`src/rtl/sdm_dac_2nd_order.sv`:
```
// rtl/sdm_dac_2nd_order.sv - stereo second-order delta-sigma PDM modulator
// Zero-order-hold input latch, divided modulator tick, IDLE/RUN mute FSM.
module sdm_dac_2nd_order #(
  parameter int TICK_DIV      = 8,
  parameter int TIMEOUT_TICKS = 64
) (
  input  logic               clk,
  input  logic               reset,
  input  logic               sample_in_rdy,
  input  logic signed [17:0] sample_in_l,
  input  logic signed [17:0] sample_in_r,
  output logic               dac_out_l,
  output logic               dac_out_r,
  output logic               tick,
  output logic               clip,
  output logic               active
);
  localparam int CW = $clog2(TICK_DIV);
  localparam int TW = 10;
  localparam logic signed [17:0] X_MAX = 18'sd98304;
  localparam logic signed [17:0] X_MIN = -18'sd98304;
  localparam logic signed [25:0] FB    = 26'sd131072;
  localparam logic signed [25:0] I_MAX = 26'sd8388607;
  localparam logic signed [25:0] I_MIN = -26'sd8388608;

  typedef enum logic {IDLE = 1'b0, RUN = 1'b1} state_t;

  state_t             state_q, state_d;
  logic [CW-1:0]      cnt_q, cnt_d;
  logic [TW-1:0]      to_q, to_d;
  logic signed [17:0] x_in [2];
  logic signed [17:0] x_cl [2];
  logic signed [17:0] x_hold_q [2];
  logic signed [17:0] x_hold_d [2];
  logic signed [23:0] i1_q [2];
  logic signed [23:0] i1_d [2];
  logic signed [23:0] i2_q [2];
  logic signed [23:0] i2_d [2];
  logic signed [23:0] i1_n [2];
  logic signed [23:0] i2_n [2];
  logic [1:0]         dac_q, dac_d;
  logic               clip_q, clip_d;
  logic               clamped;
  logic               terminal;

  function automatic logic signed [23:0] sat24(input logic signed [25:0] v);
    if (v > I_MAX) return 24'sh7FFFFF;
    else if (v < I_MIN) return 24'sh800000;
    else return v[23:0];
  endfunction

  assign x_in[0] = sample_in_l;
  assign x_in[1] = sample_in_r;

  assign tick     = (cnt_q == CW'(TICK_DIV - 1));
  assign cnt_d    = tick ? '0 : cnt_q + CW'(1);
  // A strobe on the terminal tick keeps the modulator in RUN.
  assign terminal = tick && !sample_in_rdy && (to_q == TW'(TIMEOUT_TICKS - 1));

  always_comb begin
    clamped = 1'b0;
    for (int c = 0; c < 2; c++) begin
      x_cl[c] = x_in[c];
      if (x_in[c] > X_MAX) begin
        x_cl[c] = X_MAX;
        clamped = 1'b1;
      end else if (x_in[c] < X_MIN) begin
        x_cl[c] = X_MIN;
        clamped = 1'b1;
      end
    end
  end

  always_comb begin
    for (int c = 0; c < 2; c++) begin
      i1_n[c] = sat24(26'(i1_q[c]) + 26'(x_hold_q[c]) - (dac_q[c] ? FB : -FB));
      i2_n[c] = sat24(26'(i2_q[c]) + 26'(i1_q[c]) - (dac_q[c] ? FB : -FB));
    end
  end

  always_ff @(posedge clk or negedge reset) begin
    if (!reset) state_q <= IDLE;
    else        state_q <= state_d;
  end

  always_comb begin
    state_d = state_q;
    case (state_q)
      IDLE:    if (sample_in_rdy) state_d = RUN;
      RUN:     if (terminal) state_d = IDLE;
      default: state_d = IDLE;
    endcase
  end

  always_comb begin
    active = (state_q == RUN);
  end

  always_comb begin
    to_d   = to_q;
    dac_d  = dac_q;
    clip_d = 1'b0;
    for (int c = 0; c < 2; c++) begin
      x_hold_d[c] = x_hold_q[c];
      i1_d[c]     = i1_q[c];
      i2_d[c]     = i2_q[c];
    end
    if (sample_in_rdy) begin
      clip_d = clamped;
      for (int c = 0; c < 2; c++) x_hold_d[c] = x_cl[c];
    end
    if (state_q == IDLE) begin
      to_d = '0;
      for (int c = 0; c < 2; c++) begin
        i1_d[c] = '0;
        i2_d[c] = '0;
      end
      if (tick && !sample_in_rdy) dac_d = ~dac_q;
    end else begin
      if (tick) begin
        for (int c = 0; c < 2; c++) begin
          i1_d[c]  = i1_n[c];
          i2_d[c]  = i2_n[c];
          dac_d[c] = ~i2_n[c][23];
        end
      end
      if (sample_in_rdy) begin
        to_d = '0;
      end else if (terminal) begin
        to_d = '0;
        for (int c = 0; c < 2; c++) begin
          i1_d[c]     = '0;
          i2_d[c]     = '0;
          x_hold_d[c] = '0;
        end
      end else if (tick) begin
        to_d = to_q + TW'(1);
      end
    end
  end

  always_ff @(posedge clk or negedge reset) begin
    if (!reset) begin
      cnt_q  <= '0;
      to_q   <= '0;
      dac_q  <= '0;
      clip_q <= 1'b0;
      for (int c = 0; c < 2; c++) begin
        x_hold_q[c] <= '0;
        i1_q[c]     <= '0;
        i2_q[c]     <= '0;
      end
    end else begin
      cnt_q  <= cnt_d;
      to_q   <= to_d;
      dac_q  <= dac_d;
      clip_q <= clip_d;
      for (int c = 0; c < 2; c++) begin
        x_hold_q[c] <= x_hold_d[c];
        i1_q[c]     <= i1_d[c];
        i2_q[c]     <= i2_d[c];
      end
    end
  end

  assign dac_out_l = dac_q[0];
  assign dac_out_r = dac_q[1];
  assign clip      = clip_q;
endmodule

```
`config.mk`:
```
export PLATFORM = sky130hd
export DESIGN_NAME = sdm_dac_2nd_order
export DESIGN_NICKNAME = d
export VERILOG_FILES = /design/src/rtl/sdm_dac_2nd_order.sv
export SDC_FILE = /design/constraint.sdc
export NUM_CORES = 1
export LEC_CHECK = 0
export BUFFER_PORTS_ARGS = -buffer_cell sky130_fd_sc_hd__buf_2
export CORE_UTILIZATION = 47
export CTS_BUF_LIST = sky130_fd_sc_hd__clkbuf_2 sky130_fd_sc_hd__clkbuf_4 sky130_fd_sc_hd__clkbuf_8
export DETAILED_ROUTE_END_ITERATION = 7
export GPL_TIMING_DRIVEN = 1
export SLEW_MARGIN = 20
export SYNTH_ARGS = -nofsm -noshare
export SYNTH_HDL_FRONTEND = slang
export SYNTH_SLANG_ARGS = --single-unit
```
`constraint.sdc`:
```
create_clock -name clk -period 5.3 [get_ports clk]
set_input_delay 1.06 -clock clk [delete_from_list [all_inputs] [get_ports clk]]
set_output_delay 1.06 -clock clk [all_outputs]
set_load 0.01 [all_outputs]
```
* Word level (Yosys, flattened, before mapping)
Index checks and enable logic that the tools add are counted.
Operators by class: add/subtract/negate cells 10, order comparisons 12, equality and inequality tests 4, muxes and demuxes 42, bitwise operators 4, reductions and logical operators 5
Operators by type and width (number):
- two-way mux 48 bit | 8
- two-way mux 24 bit | 8
- two-way mux 36 bit | 4
- greater-than comparator 26 x 24 -> 1 bit (second input constant) | 4
- less-than comparator 26 x 24 -> 1 bit (second input constant) | 4
- subtractor 25 x 26 -> 26 bit | 4
- two-way mux 18 bit | 4
- two-way mux 26 bit | 2
- adder 24 x 18 -> 25 bit | 2
- adder 24 x 24 -> 25 bit | 2
- two-way mux 10 bit | 4
- greater-than comparator 18 bit (second input constant) | 2
- less-than comparator 18 bit (second input constant) | 2
- adder 10 x 1 -> 10 bit (second input constant) | 1
- equality test 10 x 6 -> 1 bit (second input constant) | 1
- two-way mux 1 bit | 7
- two-way mux 2 bit | 3
- != test 4 x 3 -> 1 bit (second input constant) | 1
- adder 3 x 1 -> 3 bit (second input constant) | 1
- equality test 3 bit (second input constant) | 1
- two-way mux 3 bit | 1
- inverter 1 bit | 3
- logical AND 1 bit | 2
- != test 2 bit (second input constant) | 1
- other kinds (5) | 5
Storage, ports and cells: register bits after elaboration 149, input bits 39, word-level logic and storage cells 88

* Depth between registers and ports, before layout
word-level depth 9, depth in mapped cells 16

* Worst setup path before layout
OpenSTA, ideal clock, no wires.
kind reg-to-reg, start point register dac_q[0], end point register i2_q[30] in the netlist's numbering, library setup time 155 ps, arrival time 3699 ps, data required time 5145 ps, path slack 1445 ps, stages on the path, launching flop included 16, path buffers 2, cell sequence dfrtp_1 > inv_1 > fa_1 > inv_1 > ha_1 > clkbuf_1 > nand3_1 > nor3_1 > a31oi_1 > o2111ai_1 > a41oi_1 > xnor2_1 > nand2_1 > a21oi_2 > buf_6 > a221oi_2
RTL lines:
- from (decl) | RTL line 41 | logic [1:0] dac_q, dac_d;
- from (signal assigned) | RTL line 146 | dac_q <= '0;
- from (signal assigned) | RTL line 156 | dac_q <= dac_d;
- to (signal, indexed assignment) | RTL line 161 | i2_q[c] <= i2_d[c];
- to (decl) | RTL line 37 | logic signed [23:0] i2_q [2];

==> results.yml <==
synthesis:
  ys_ff_latch: 149
  syn-num-nets: 1793
  ys.flop_type: "dfrtp_1"
  synth.area.top_cells: "dfrtp_1, ha_1, inv_1, fa_1, a21oi_1"
  ys_seq_area_frac: 0.275
  yosys.area.top_type: "dfrtp_1"
  syn_inst: 1557
  ys_warn_count: 0
  async_reset_ff_frac: 1.00
  syn_avg_cell_area_um2: 8.70
  synth.distinct_cells: 84
  synth_top_area_frac: 0.275
  synth-edff-count: 0
  synthesis.area_um2: 13500
clocking:
  numCtsBuffers: 17
  htreeDepth: 4
  cts-root-buf: "clkbuf_8"
  clk_pin_slew_ns: 0.10
  insertion_delay_ns: 0.47
  cts_tree: "built"
  cts_resized: 0
  numClockSinks: 149
  cts_hold_buffers: 0
  cts_max_path_buffers: 2
  cts_setup_buffers: 0
timing:
  slew-limit-headroom: 0.348
  finalSetupTns_ns: 0
  period_share: 0.792
  clock.fmax_mhz: 238
  hold_viol: 0
  rsz0062_at_grt: "no"
  setup_viol: 0
  tightest_slew_ns: 0.976
  drv_slew: 0
  post-route-min-period_ns: 4.20
  fin_worst_skew_ns: 0.0243
routing:
  vias: 11200
  drtIter0Drc: 600
  drtAntennaViolNets: 0
  wirelength_um: 33100
  post-route-drc-count: 0
  first_pass_iters: 5
  viasPerCell: 5.70
  routedWlPerCell_um: 16.8
critical_path:
  critPathKind: "flop to flop"
  cp.arrival_ns: 4.51
  slowest_stage: "fa_1"
  cp.required_ns: 5.61
  critPathBufInv: 4
  path_cells: "buf_4 > inv_1 > fa_1 > inv_1 > ha_1 > nand3_1 > nor3_1 > a31oi_1 > o2111ai_1 > a41oi_1 > xnor2_1 > nand2_1 > a21oi_2 > buf_4 > a221oi_2"
  path_delay_family: "adder cells"
  slowest_delay_ns: 0.55
  worstSetupEndpointType: "flop"
  timing.critical_path.fanout_max: 15
  startpoint_type: "flop"
global_routing:
  grt_max_degree: 70
  grt_pass1_wl_um: 55700
  track_usage: 0.240
  grt_antenna_before_repair: 1
  grt_pass1_vias: 10900
  grt.overflow.total: 0
floorplan:
  start_util: 0.482
  design.portCount: 44
  num_rows: 61
  chipWidth_um: 172
  die_y_um: 172
  coreArea_um2: 28100
  dieArea_um2: 29500
job:
  max_cap_viol_count: 0
cells_and_area:
  layout-drive-gt1-share: 0.0975
  syn2layout_area_growth_pct: 7.45
  final_nets: 1812
  antenna_cells: 0
placement:
  dp_hpwl_um: 24400
  portBuffers: 43
  routabilityCongestion: 0.871
run_status:
  outcome: "finished, final reports clean"
hold_path:
  worstHoldPathType: "flop to flop"
==> Yosys cell counts (all sizes together) (24+ instances only) <==
library cell,number
a21o,49
a21oi,97
a221o,24
a221oi,33
a22o,31
clkbuf,42
dfrtp,149
fa,24
ha,173
inv,264
nand2,83
nand2b,40
nand3,31
nor2,51
nor2b,25
o21ai,112
o22ai,27
xnor2,52
==> routing by layer <==
layer,up-vias,GRT usage,wire length [um]
li1,5553,-,-
met1,5432,0.351,16800
met2,199,0.375,14700
met3,22,0.0327,1280
met4,0,0.0496,271
met5,-,0,0
==> worst paths after layout <==
check	start	end	slack (ns)	cells past startpoint
setup / recovery	dac_q[0]$_DFFE_PN0P_	i2_q[34]$_DFF_PN0_	1.10	15
hold / removal	cnt_q[0]$_DFF_PN0_	cnt_q[0]$_DFF_PN0_	0.43	1
setup reg to reg	dac_q[0]$_DFFE_PN0P_	i2_q[34]$_DFF_PN0_	1.10	15
hold reg to reg	cnt_q[0]$_DFF_PN0_	cnt_q[0]$_DFF_PN0_	0.43	1
max in group asynchronous	reset	i1_q[11]$_DFF_PN0_	3.67	2
min in group asynchronous	reset	x_hold_q[24]$_DFF_PN0_	0.57	1
==> state kept, by name (all words and copies together), names as in the netlist <==
signal / cells
cnt_q: 3
i1_q: 48
clip: 1
i2_q: 48
active: 1
dac_q: 2
to_q: 10
x_hold_q: 36
==> layout make-up <==
type / instances / area [um2]
sequential: 149 / 3730
timing repair buffer: 61 / 357
tap: 378 / 473
clock buffer: 17 / 234
clock inverter: 15 / 213
multi-input combinational: 1083 / 8560
inverter: 264 / 991
fill: 2779 / 13500
==> cell families (layout without fill, tap and decap cells) <==
| group | after synthesis | after routing | synth area share |
|---|---|---|---|
| adder cells (fa/ha/maj) | 197 | 197 | 0.195 |
| AO/OA/AOI/OAI | 486 | 486 | 0.259 |
| flip-flops | 149 | 149 | 0.275 |
| buffers and inverters | 325 | 357 | 0.0948 |
| multiplexers | 1 | 1 | 0.000739 |
| AND/OR/NAND/NOR | 324 | 324 | 0.126 |
| XOR/XNOR | 75 | 75 | 0.0485 |
==> per-stage QoR <==
step | utilization | setup slack, ns | hold WS, ns | std cells | instance area (um2)
2_1_floorplan | - | 1.45 | 0.403 | 1557 | 13500
3_3_place_gp | 0.502 | 1.23 | 0.420 | 1935 | 14100
3_5_place_dp | 0.502 | 1.12 | 0.420 | 1935 | 14100
4_1_cts | 0.518 | 1.13 | 0.435 | 1967 | 14500
5_1_grt | 0.518 | 0.706 | 0.475 | 1967 | 14600
6_report | 0.518 | 1.10 | 0.431 | 1967 | 14600
==> layout by cell type (no fill, tap or decap), drive strengths merged, types with 11 or more instances in the layout <==
cell type / count
nor2: 51
inv: 269
o21ai: 112
o22ai: 27
nand2: 83
nand4: 12
o21bai: 11
or3: 11
a221oi: 33
a21o: 49
a221o: 24
a22o: 31
nor2b: 25
nand2b: 40
xnor2: 52
xor2: 23
buf: 61
clkbuf: 17
ha: 173
and3: 14
a21oi: 97
nor3: 22
o21a: 23
fa: 24
dfrtp: 149
a31oi: 13
nand3: 31
Power is not shown: default switching activity piles up to over one toggle a cycle in this logic, so the estimate is an artifact.
